--- src/rtl/need_action_arbiter.sv ---
// Action sequencer: synchronises and debounces four player inputs, picks one round-robin,
// enforces a per-need hold time and issues a single valid/ready action request per hold.
module need_action_arbiter #(
  parameter int unsigned TICK_DIV  = 7500000,
  parameter int unsigned DEB_TICKS = 2,
  parameter int unsigned HOLD_BTN  = 1,
  parameter int unsigned HOLD_ULT  = 6,
  parameter int unsigned HOLD_GYRO = 12,
  parameter int unsigned HOLD_TEST = 2,
  parameter int unsigned LOCKOUT   = 2
) (
  input  logic       clk,
  input  logic       btn_reset,
  input  logic       btn_salud,
  input  logic       gyro,
  input  logic       btn_ali,
  input  logic       ult,
  input  logic       test_mode,
  input  logic       dead_mode,
  input  logic       act_ready,
  output logic       act_valid,
  output logic [1:0] act_need,
  output logic [1:0] sel_need,
  output logic       busy,
  output logic       tick
);

  localparam int unsigned TW = (TICK_DIV > 1) ? $clog2(TICK_DIV) : 1;
  localparam int unsigned DW = (DEB_TICKS > 0) ? $clog2(DEB_TICKS + 1) : 1;
  localparam logic [TW-1:0] TICK_LAST = TW'(TICK_DIV - 1);

  typedef enum logic [1:0] {
    S_IDLE,
    S_HOLD,
    S_ISSUE,
    S_LOCKOUT
  } state_t;

  state_t                 state_q, state_d;
  logic [TW-1:0]          tick_cnt_q, tick_cnt_d;
  logic                   tick_q, tick_d;
  logic [3:0]             sync1_q, sync2_q;
  logic [3:0]             deb_q, deb_d;
  logic [3:0][DW-1:0]     deb_cnt_q, deb_cnt_d;
  logic [1:0]             ptr_q, ptr_d;
  logic [1:0]             need_q, need_d;
  logic [7:0]             hold_q, hold_d;
  logic [7:0]             lock_q, lock_d;
  logic                   act_valid_q, act_valid_d;
  logic                   busy_q, busy_d;

  logic [3:0]             raw_req;
  logic [3:0]             req_eff;
  logic                   gnt_found;
  logic [1:0]             gnt_idx;
  logic [7:0]             thr;

  // Bit index equals the need code; all inputs normalised to active-high before sync.
  assign raw_req = {ult, ~btn_ali, ~gyro, ~btn_salud};
  assign req_eff = deb_q & ~{4{dead_mode}};

  assign act_valid = act_valid_q;
  assign act_need  = need_q;
  assign sel_need  = need_q;
  assign busy      = busy_q;
  assign tick      = tick_q;

  always_comb begin
    tick_cnt_d = (tick_cnt_q == TICK_LAST) ? '0 : tick_cnt_q + 1'b1;
    tick_d     = (tick_cnt_d == TICK_LAST);
  end

  always_comb begin
    deb_d     = deb_q;
    deb_cnt_d = deb_cnt_q;
    if (tick_q) begin
      for (int unsigned i = 0; i < 4; i++) begin
        if (sync2_q[i] != deb_q[i]) begin
          if (32'(deb_cnt_q[i]) + 32'd1 >= DEB_TICKS) begin
            deb_d[i]     = ~deb_q[i];
            deb_cnt_d[i] = '0;
          end else begin
            deb_cnt_d[i] = deb_cnt_q[i] + 1'b1;
          end
        end else begin
          deb_cnt_d[i] = '0;
        end
      end
    end
  end

  always_comb begin
    logic [1:0] idx;
    gnt_found = 1'b0;
    gnt_idx   = '0;
    idx       = '0;
    for (int unsigned k = 0; k < 4; k++) begin
      idx = ptr_q + 2'(k);
      if (!gnt_found && req_eff[idx]) begin
        gnt_found = 1'b1;
        gnt_idx   = idx;
      end
    end
  end

  always_comb begin
    thr = 8'(HOLD_BTN);
    if (test_mode) begin
      thr = 8'(HOLD_TEST);
    end else begin
      case (need_q)
        2'b01:   thr = 8'(HOLD_GYRO);
        2'b11:   thr = 8'(HOLD_ULT);
        default: thr = 8'(HOLD_BTN);
      endcase
    end
  end

  always_comb begin
    logic [7:0] hold_inc;
    logic [7:0] lock_inc;
    state_d     = state_q;
    need_d      = need_q;
    ptr_d       = ptr_q;
    hold_d      = hold_q;
    lock_d      = lock_q;
    act_valid_d = act_valid_q;
    hold_inc    = hold_q + 8'd1;
    lock_inc    = lock_q + 8'd1;
    case (state_q)
      S_IDLE: begin
        if (gnt_found) begin
          need_d  = gnt_idx;
          hold_d  = '0;
          state_d = S_HOLD;
        end
      end
      S_HOLD: begin
        // req_eff already carries the dead_mode mask, so this also covers dead entry.
        if (!req_eff[need_q]) begin
          state_d = S_IDLE;
        end else if (tick_q) begin
          hold_d = hold_inc;
          if (hold_inc >= thr) begin
            state_d     = S_ISSUE;
            act_valid_d = 1'b1;
          end
        end
      end
      S_ISSUE: begin
        if (act_ready) begin
          act_valid_d = 1'b0;
          ptr_d       = need_q + 2'd1;
          lock_d      = '0;
          state_d     = S_LOCKOUT;
        end else if (dead_mode) begin
          act_valid_d = 1'b0;
          state_d     = S_IDLE;
        end
      end
      S_LOCKOUT: begin
        if (dead_mode) begin
          state_d = S_IDLE;
        end else if (tick_q) begin
          lock_d = lock_inc;
          if (lock_inc >= 8'(LOCKOUT)) begin
            state_d = S_IDLE;
          end
        end
      end
      default: state_d = S_IDLE;
    endcase
    busy_d = (state_d != S_IDLE);
  end

  always_ff @(posedge clk or negedge btn_reset) begin
    if (!btn_reset) begin
      state_q     <= S_IDLE;
      tick_cnt_q  <= '0;
      tick_q      <= 1'b0;
      sync1_q     <= '0;
      sync2_q     <= '0;
      deb_q       <= '0;
      deb_cnt_q   <= '0;
      ptr_q       <= '0;
      need_q      <= '0;
      hold_q      <= '0;
      lock_q      <= '0;
      act_valid_q <= 1'b0;
      busy_q      <= 1'b0;
    end else begin
      state_q     <= state_d;
      tick_cnt_q  <= tick_cnt_d;
      tick_q      <= tick_d;
      sync1_q     <= raw_req;
      sync2_q     <= sync1_q;
      deb_q       <= deb_d;
      deb_cnt_q   <= deb_cnt_d;
      ptr_q       <= ptr_d;
      need_q      <= need_d;
      hold_q      <= hold_d;
      lock_q      <= lock_d;
      act_valid_q <= act_valid_d;
      busy_q      <= busy_d;
    end
  end

  a_need_stable: assert property (@(posedge clk) disable iff (!btn_reset)
    (act_valid_q && !act_ready) |=> $stable(need_q));

endmodule

--- config.mk ---
export PLATFORM = sky130hd
export DESIGN_NAME = need_action_arbiter
export DESIGN_NICKNAME = d
export VERILOG_FILES = /design/src/rtl/need_action_arbiter.sv
export SDC_FILE = /design/constraint.sdc
export NUM_CORES = 1
export LEC_CHECK = 0
export BUFFER_PORTS_ARGS = -buffer_cell sky130_fd_sc_hd__buf_2
export CAP_MARGIN = 40
export CELL_PAD_IN_SITES_DETAIL_PLACEMENT = 2
export CELL_PAD_IN_SITES_GLOBAL_PLACEMENT = 2
export CORE_MARGIN = 2
export CORE_UTILIZATION = 43
export CTS_CLUSTER_DIAMETER = 30
export DETAILED_ROUTE_END_ITERATION = 10
export PLACE_DENSITY_LB_ADDON = 0.1
export SYNTH_ARGS = -nofsm -noshare
export SYNTH_HDL_FRONTEND = slang
export SYNTH_SLANG_ARGS = --single-unit
--- constraint.sdc ---
create_clock -name clk -period 3.8 [get_ports clk]
set_clock_uncertainty 0.05 [all_clocks]
set_input_delay 0.19 -clock clk [delete_from_list [all_inputs] [get_ports clk]]
set_output_delay 0.19 -clock clk [all_outputs]
set_load 0.005 [all_outputs]
==> impl_metrics.toml, run 1 <==
[clock_tree]
cts_buffers = 9
htreeDepth = 3
post-cts-setup-buffer-count = 0
postCtsHoldBufs = 5
cts_tree = "built"
ctsResizeCount = 0
cts_buffer_depth = 2
cts.sink_count = 68
clk_latency_ns = 0.36
cts-root-buf = "clkbuf_8"
path_clk_slew_ns = 0.09

[timing]
worstMarginPinSlew_ns = 0.633
hold_viol = 0
post-route-worst-setup-slack_ns = 1.36
fin_setup_tns_ns = 0
rsz0062_at_grt = "no"
setup_viol = 0
slew_headroom_pct = 57.8
timing.fmax_mhz = 410
drv_slew = 0
finalCritPeriodShare_pct = 64.3
whs_ns = 0.124
period_minus_slack_ns = 2.44

[global_route]
grt_max_degree = 49
grt_pass1_vias = 3414
grt_pass1_wl_um = 17500
antenna_found_initial = 0
grt.overflow.total = 0
track_usage_pct = 22.5

[critical_path]
r2r_setup_slack_ns = 1.36
critPathBufInv = 0
r2r_end = "state_q[0]$_DFF_PN0_"
crit_path_start_kind = "flop"
r2r-start = "act_need[0]$_DFFE_PN0P_"
cp_cell_sequence = "ha_1 > nor3_1 > ha_1 > nand2b_1 > a21o_1 > a21o_1 > a221oi_1 > o21ai_0 > nand4_1"
reg2reg_depth = 9
cp-end-kind = "flop"
crit_type = "flop to flop"
critPathMaxStageDelay_ns = 0.46
cp_max_fo = 7
critPathSlowestCell = "dfrtp_1"
required_ns = 4.04
cp.arrival_ns = 2.68
crit_family = "compound AO/OA/AOI/OAI gates"
path_depth = 9

[final_layout]
multi_input_area_mm2 = 0.00204
nNetsFinal = 446
n_fill_cell = 913
fin_util_pct = 49.2
diodes = 0
seq_area_mm2 = 0.00170
area_growth_pct = 11.0
drive_gt1_share_pct = 11.3

[min_path]
min_path_type = "input pin to flop"
hold_path_end = "act_need[1]$_DFFE_PN0P_"
min_path_cells = 2
worstHoldStart = "dead_mode"

[placement]
gp_congestion = 0.791
dpl_worst_slack_ns = 1.36
port_buffers = 15
dpl.hpwl_um = 7070

[routing]
via_per_inst = 5.78
drc = 0
ant_nets = 0
drtPass1Iterations = 4
drtIter0Drc = 75
wirelength_um = 10200
num_vias = 3077
route.detailed.wl_per_inst_um = 19.1

[synthesis]
syn_inst = 402
synth_area_leaders = "dfrtp_1, ha_1, nand2_1, xor2_1, o21ai_0"
synth.ff_latch_count = 68
synth_most_common_cell = "dfrtp_1"
ys.flop_type = "dfrtp_1"
synth_nets = 429
synth_cell_types = 59
postSynthAreaPerCell_um2 = 9.67
synth-xor-area-share_pct = 7.66
synthTopCellsByCount = "dfrtp_1, nand2_1, nor2_1, o21ai_0, nand3_1"
synth_area_leader_cell = "dfrtp_1"
synth_compound_area_share_pct = 12.0
synth_edf_count = 0
yosysWarnings = 0
async_reset_ff_share_pct = 100
synthSimpleGateAreaFrac_pct = 25.5
synthAdderAreaFrac_pct = 5.80
synthMuxAreaShare_pct = 1.42
synth_top_area_share_pct = 43.8
synth_top_family_by_area = "simple AND/OR/NAND/NOR gates"
ys_seq_area_share_pct = 43.8
mappedNetlistArea_mm2 = 0.00389

[pwr]
p_leak_nw = 1.97
p_per_area_mw_per_mm2 = 337
total_power_mw = 1.46
max-vdd-ir-drop_v = 0.000225

[floorplanning]
fp-row-count = 34
core-area_mm2 = 0.00876
pin_count = 16
initial_core_util_pct = 44.3
die_area_mm2 = 0.00981
dieHeight_um = 99.1
die_w_um = 99.1

[run_status]
status = "finished clean"

[run]
max_cap_viol_count = 0
==> where the power goes <==
part	switching (mW)	internal [mW]
Sequential	0.00353	0.728
Clock	0.316	0.373
Combinational	0.0231	0.0127
Total	0.342	1.11
==> cells by family after synthesis <==
group                      Yosys count
and+or+nand+nor                    170
buffers and inverters               36
AOI/OAI and AO/OA                   73
adders and majority gates           18
xor gates and xnor gates            34
DFF                                 68
muxes                                3
==> how the worst max path moves through the flow <==
stage	from	to	slack (ns)
floorplan	act_need[0]$_DFFE_PN0P_	state_q[0]$_DFF_PN0_	1.65
global placement	act_need[0]$_DFFE_PN0P_	state_q[0]$_DFF_PN0_	1.48
detailed placement	act_need[0]$_DFFE_PN0P_	state_q[1]$_DFF_PN0_	1.36
CTS	act_need[0]$_DFFE_PN0P_	state_q[0]$_DFF_PN0_	1.31
global route	act_need[0]$_DFFE_PN0P_	state_q[0]$_DFF_PN0_	1.16
finish	act_need[0]$_DFFE_PN0P_	state_q[0]$_DFF_PN0_	1.36
==> stage by stage <==
step	instances	area [um^2]
global route	532	4310
global placement	511	4040
finish	532	4310
floorplan	402	3890
detailed placement	511	4040
CTS	532	4310
==> layer usage <==
metal | track usage [%] | up-vias | part of all wire [%]
met5 | 0 | - | 0
met4 | 8.96 | 0 | 1.9
met3 | 3.12 | 18 | 1.8
met2 | 36.9 | 31 | 49
met1 | 30.3 | 1580 | 47
li1 | - | 1448 | -
==> worst register-to-register path, cell delays in order (launching register included) <==
cell,delay (ns)
dfrtp_1,0.46
ha_1,0.26
nor3_1,0.19
ha_1,0.25
nand2b_1,0.13
a21o_1,0.17
a21o_1,0.16
a221oi_1,0.42
o21ai_0,0.16
nand4_1,0.11
==> flip-flops by register name, summed over array words and instances, names as in the netlist <==
register    flops
state_q         2
ptr_q           2
deb_q           4
act_valid       1
deb_cnt_q       8
busy            1
tick_cnt_q     23
sync2_q         4
act_need        2
lock_q          8
hold_q          8
sync1_q         4
tick            1
==> cells in the final DEF (no fill, tap or decap), drive strengths merged, types with 6 or more instances in the layout <==
cell,n
nor2,31
inv,20
xnor2,16
buf,18
nand2b,8
xor2,18
nand3b,6
o21ai,33
a21oi,7
clkbuf,9
nor4,6
ha,18
dfrtp,68
nand2,43
o22ai,10
nand4,10
nor3,6
nand3,24
==> cell type report <==
class                           instances  share of cell area [%]
Sequential cell                        68                    39.4
Inverter                               19                    1.65
Timing Repair Buffer                   23                    3.42
Clock inverter                          7                    2.29
Clock buffer                            9                    2.87
Tap cell                              108                    3.13
Multi-Input combinational cell        298                    47.2
No activity file was read; power rests on OpenSTA's default activity.
==> inputs of run 2 (changes only) <==
Settings changed: CORE_UTILIZATION 43 to 40.
Clock period 3.8 ns to 2.25 ns, I/O delays scaled along.
==> impl_metrics.toml, run 2 (synthesis gave the netlist of run 1 again) <==
[run_status]
status = "finished clean"

[routing]
drc = 0
drtIter0Drc = 92
wirelength_um = 10500
route.detailed.wl_per_inst_um = 18.0
drtPass1Iterations = 4
via_per_inst = 5.38
ant_nets = 0
num_vias = 3127

[critical_path]
required_ns = 2.48
crit_path_start_kind = "flop"
cp.arrival_ns = 2.38
cp-end-kind = "flop"
r2r_setup_slack_ns = 0.10
crit_type = "flop to flop"
cp_max_fo = 5

[timing]
slew_headroom_pct = 51.5
period_minus_slack_ns = 2.15
drv_slew = 0
setup_viol = 0
hold_viol = 0
worstMarginPinSlew_ns = 0.728
timing.fmax_mhz = 465
rsz0062_at_grt = "yes"
finalCritPeriodShare_pct = 95.5
post-route-worst-setup-slack_ns = 0.101
fin_setup_tns_ns = 0
whs_ns = 0.0519

[clock_tree]
cts-root-buf = "clkbuf_8"
cts.sink_count = 68
path_clk_slew_ns = 0.09
htreeDepth = 3
cts_tree = "built"
clk_latency_ns = 0.35
cts_buffer_depth = 2
cts_buffers = 9

[global_route]
grt_pass1_wl_um = 17700
grt.overflow.total = 0
grt_pass1_vias = 3480
antenna_found_initial = 0
grt_max_degree = 39
track_usage_pct = 22.1

[pwr]
p_per_area_mw_per_mm2 = 492
max-vdd-ir-drop_v = 0.000303
power_frac_comb_pct = 3.2
clkPwrFrac_pct = 42.2
p_int_mw = 1.67
power_switching_share_pct = 26.0
total_power_mw = 2.26
p_leak_nw = 2.10
power_frac_seq_pct = 54.6
power.switching_mw = 0.586

[floorplanning]
core-area_mm2 = 0.00933
pin_count = 16
fp-row-count = 35
dieHeight_um = 103
die_area_mm2 = 0.0105
die_w_um = 103
initial_core_util_pct = 41.7

[placement]
dpl_worst_slack_ns = -0.133
dpl.hpwl_um = 7410
dpl_cell_area_mm2 = 0.00425
dp.cells = 554
gp_congestion = 0.798
port_buffers = 15

[final_layout]
final_common_cell = "dfrtp_1"
final_cells = 581
layout_common_cells = "dfrtp_1, nand2_1, nor2_1"
nNetsFinal = 474
fin_area_mm2 = 0.00459
diodes = 0
area_growth_pct = 18.2
regMostFlops = "tick_cnt_q"
n_fill_cell = 1002
drive_gt1_share_pct = 19.2
largest_reg_flops = 23
seq_area_mm2 = 0.00171
fin_util_pct = 49.3
multi_input_area_mm2 = 0.00211

[min_path]
min_path_type = "input pin to flop"

[run]
max_cap_viol_count = 0
## run 2: cell type report
class,count,area share [%]
clock buffer,9,2.70
tap,129,3.51
timing repair buffer,50,7.90
inverter,19,1.55
multi-input combinational,299,45.9
clock inverter,7,1.31
sequential,68,37.1
## run 2: power by group through the flow
stage	clock [mW]	combinational, mW	sequential [mW]
finish	0.952	0.0723	1.23
global route	1.04	0.0818	1.24
CTS	0.986	0.0739	1.23
detailed placement	0	0.0616	1.26
global placement	0	0.0590	1.26
floorplan	0	0.0161	1.26
## run 2: worst max-delay path: stages (launching register included)
cell     delay (ns)
dfrtp_2        0.45
buf_4          0.15
mux4_2         0.55
and2_1         0.21
o21ai_2        0.25
a21o_2         0.19
buf_4          0.12
nand2_1        0.04
o21ai_0        0.06
## run 2: routing by layer
| metal | global-route usage, % | vias up | wire length (um) |
|---|---|---|---|
| li1 | - | 1499 | - |
| met1 | 27.9 | 1588 | 4660 |
| met2 | 39.0 | 26 | 5440 |
| met3 | 2.85 | 14 | 176 |
| met4 | 7.49 | 0 | 173 |
| met5 | 0 | - | 0 |
## run 2: timing repair
| item | 4_1_cts | 5_1_grt |
|---|---|---|
| setup buffers | 2 | 3 |
| gates resized for setup | 10 | 8 |
| hold buffers | 5 | 0 |
| pin swaps | 7 | 4 |
| cloned | 0 | 1 |
| setup endpoints to repair | 3 | 11 |
| hold endpoints to repair | 34 | 0 |
## run 2: path summary, 6_finish.rpt
kind / startpoint / endpoint / cells past startpoint
max in group asynchronous: btn_reset / tick_cnt_q[2]$_DFF_PN0_ / 3
max: act_need[0]$_DFFE_PN0P_ / hold_q[3]$_DFFE_PN0P_ / 8
min reg2reg: sync1_q[2]$_DFF_PN0_ / sync2_q[2]$_DFF_PN0_ / 0
min in group asynchronous: btn_reset / hold_q[3]$_DFFE_PN0P_ / 2
max reg2reg: act_need[0]$_DFFE_PN0P_ / hold_q[3]$_DFFE_PN0P_ / 8
min: dead_mode / act_need[1]$_DFFE_PN0P_ / 2
==> inputs of run 3 (changes only) <==
Settings changed: ABC_AREA set to 1, CORE_UTILIZATION 40 to 36.
==> impl_metrics.toml, run 3 <==
[timing]
finalCritPeriodShare_pct = 94.7
hold_viol = 0
rsz0062_at_grt = "yes"
drv_slew = 0
whs_ns = 0.0742
slew_headroom_pct = 73.9
worstMarginPinSlew_ns = 0.392
period_minus_slack_ns = 2.13
timing.fmax_mhz = 469
setup_viol = 0

[routing]
drc = 0
num_vias = 3935
ant_nets = 0
wirelength_um = 13100
drtPass1Iterations = 4
route.detailed.wl_per_inst_um = 17.4
via_per_inst = 5.22
drtIter0Drc = 154

[synthesis]
ys_seq_area_share_pct = 41.6
synthSimpleGateAreaFrac_pct = 33.7
synth_cell_types = 32
yosysWarnings = 0
synth_area_leaders = "dfrtp_1, nand2_1, nor2_1, inv_1, ha_1"
synthTopCellsByCount = "nand2_1, nor2_1, inv_1"
synthMuxAreaShare_pct = 0
syn_inst = 569
synth.ff_latch_count = 68
synth_top_family_by_area = "simple AND/OR/NAND/NOR gates"
ys.flop_type = "dfrtp_1"
synthAdderAreaFrac_pct = 5.50
async_reset_ff_share_pct = 100
synth_compound_area_share_pct = 8.56
mappedNetlistArea_mm2 = 0.00409
synth_most_common_cell = "nand2_1"
synth_area_leader_cell = "dfrtp_1"
synth-xor-area-share_pct = 1.89
synth_nets = 596
synth_edf_count = 0
postSynthAreaPerCell_um2 = 7.19
synth_top_area_share_pct = 41.6

[pwr]
power_switching_share_pct = 23.7
p_per_area_mw_per_mm2 = 575
p_leak_nw = 2.45
power.switching_mw = 0.662
max-vdd-ir-drop_v = 0.000408
power_frac_comb_pct = 2.2
p_int_mw = 2.13
clkPwrFrac_pct = 53.5
power_frac_seq_pct = 44.3

[global_route]
grt_pass1_wl_um = 22400
grt_pass1_vias = 4411
grt.overflow.total = 0
grt_max_degree = 54
antenna_found_initial = 0
track_usage_pct = 22.7

[clock_tree]
cts-root-buf = "clkbuf_16"
htreeDepth = 3
path_clk_slew_ns = 0.06
cts.sink_count = 68
cts_tree = "built"
clk_latency_ns = 0.34
cts_buffers = 9
cts_buffer_depth = 2

[placement]
gp_congestion = 0.789
port_buffers = 15
dpl.hpwl_um = 9750
dpl_cell_area_mm2 = 0.00441

[final_layout]
regMostFlops = "tick_cnt_q"
fin_util_pct = 44.1
multi_input_area_mm2 = 0.00208
diodes = 0
n_fill_cell = 1288
area_growth_pct = 18.4
layout_common_cells = "nand2_1, nor2_1, inv_1"
fin_area_mm2 = 0.00485
drive_gt1_share_pct = 11.9
seq_area_mm2 = 0.00170
nNetsFinal = 636
largest_reg_flops = 23
final_common_cell = "nand2_1"

[critical_path]
cp.arrival_ns = 2.30
cp_max_fo = 4
required_ns = 2.42
cp-end-kind = "flop"
crit_start = "act_need[1]$_DFFE_PN0P_"
r2r_setup_slack_ns = 0.12
r2r-start = "act_need[1]$_DFFE_PN0P_"
crit_path_start_kind = "flop"
crit_type = "flop to flop"

[min_path]
worstHoldStart = "act_ready"
min_path_type = "input pin to flop"

[floorplanning]
pin_count = 16
initial_core_util_pct = 37.3
fp-row-count = 38
dieHeight_um = 111
die_w_um = 111
die_area_mm2 = 0.0122
core-area_mm2 = 0.0110

[run_status]
status = "finished clean"

[run]
max_cap_viol_count = 0
==> run 3: changes by cell type in the layout (fill, tap and decap cells not counted), moves of 14 or more <==
cell | before | now
nand2_1 | 42 | 158
inv_1 | 18 | 83
nor2_1 | 31 | 84
buf_4 | 29 | 14
nand4_1 | 9 | 24
xnor2_1 | 16 | 2
==> run 3: cell families (layout without fill, tap and decap cells) <==
group,Yosys count,count (layout)
xor+xnor,8,8
buf+inv,93,138
fa+ha+maj,18,18
compound gates,61,61
simple gates,321,321
flops,68,68
==> run 3: area by class of cell <==
| cell class | count | share of cell area (%) |
|---|---|---|
| sequential | 68 | 35.1 |
| clock buffer | 9 | 4.65 |
| tap | 140 | 3.61 |
| clock inverter | 7 | 1.68 |
| inverter | 88 | 6.81 |
| multi-input combinational | 408 | 42.9 |
| timing repair buffer | 34 | 5.21 |
==> run 3: worst paths after layout <==
check,end,cells past startpoint
min in group asynchronous,hold_q[7]$_DFFE_PN0P_,2
max in group asynchronous,sync2_q[3]$_DFF_PN0_,3
worst min register to register,sync2_q[3]$_DFF_PN0_,0
worst min-delay path,act_valid$_DFFE_PN0P_,3
worst max-delay path,busy$_DFF_PN0_,14
worst max register to register,busy$_DFF_PN0_,14
==> run 3: layer usage <==
layer | global-route usage [%] | routed length [um] | vias to the layer above
met1 | 28.7 | 5950 | 1979
met4 | 8.42 | 237 | 0
met3 | 3.07 | 192 | 21
met2 | 39.7 | 6720 | 33
met5 | 0 | 0 | -
li1 | - | - | 1902
==> run 3: worst max-delay path: stages (launching register included) <==
cell	delay [ns]
dfrtp_1	0.42
inv_2	0.08
ha_4	0.17
nor3_4	0.18
ha_1	0.26
inv_2	0.06
a21oi_2	0.05
o21ai_1	0.14
nand2_1	0.07
nand2_1	0.08
nand3_2	0.09
nand2_2	0.09
nor2_2	0.04
nor2_2	0.12
nand3_1	0.09
==> run 3: timing repair <==
action / 4_1_cts / 5_1_grt
buffers inserted: 1 / 3
endpoints found under the setup margin: 1 / 4
endpoints found under the hold margin: 72 / 0
pin swaps: 0 / 7
gates resized for setup: 0 / 15
hold buffers: 5 / 0
gates cloned: 0 / 0
==> run 3: per-stage QoR <==
stage,TNS (ns),power [mW],worst slack (ns),std cells
final,0,2.79,0.120,754
after global placement,0,1.30,0.201,728
after global routing,-0.0694,2.87,-0.0483,754
after detailed placement,-0.0314,1.31,-0.0314,729
after floorplan,0,1.26,0.300,569
after CTS,0,2.81,0.0101,751
==> run 3: power by group through the flow <==
stage	registers (mW)	logic (mW)	clock network (mW)
2_1_floorplan	1.26	0.00670	0
3_3_place_gp	1.26	0.0441	0
3_5_place_dp	1.26	0.0529	0
4_1_cts	1.23	0.0592	1.52
5_1_grt	1.23	0.0697	1.57
6_report	1.23	0.0613	1.49
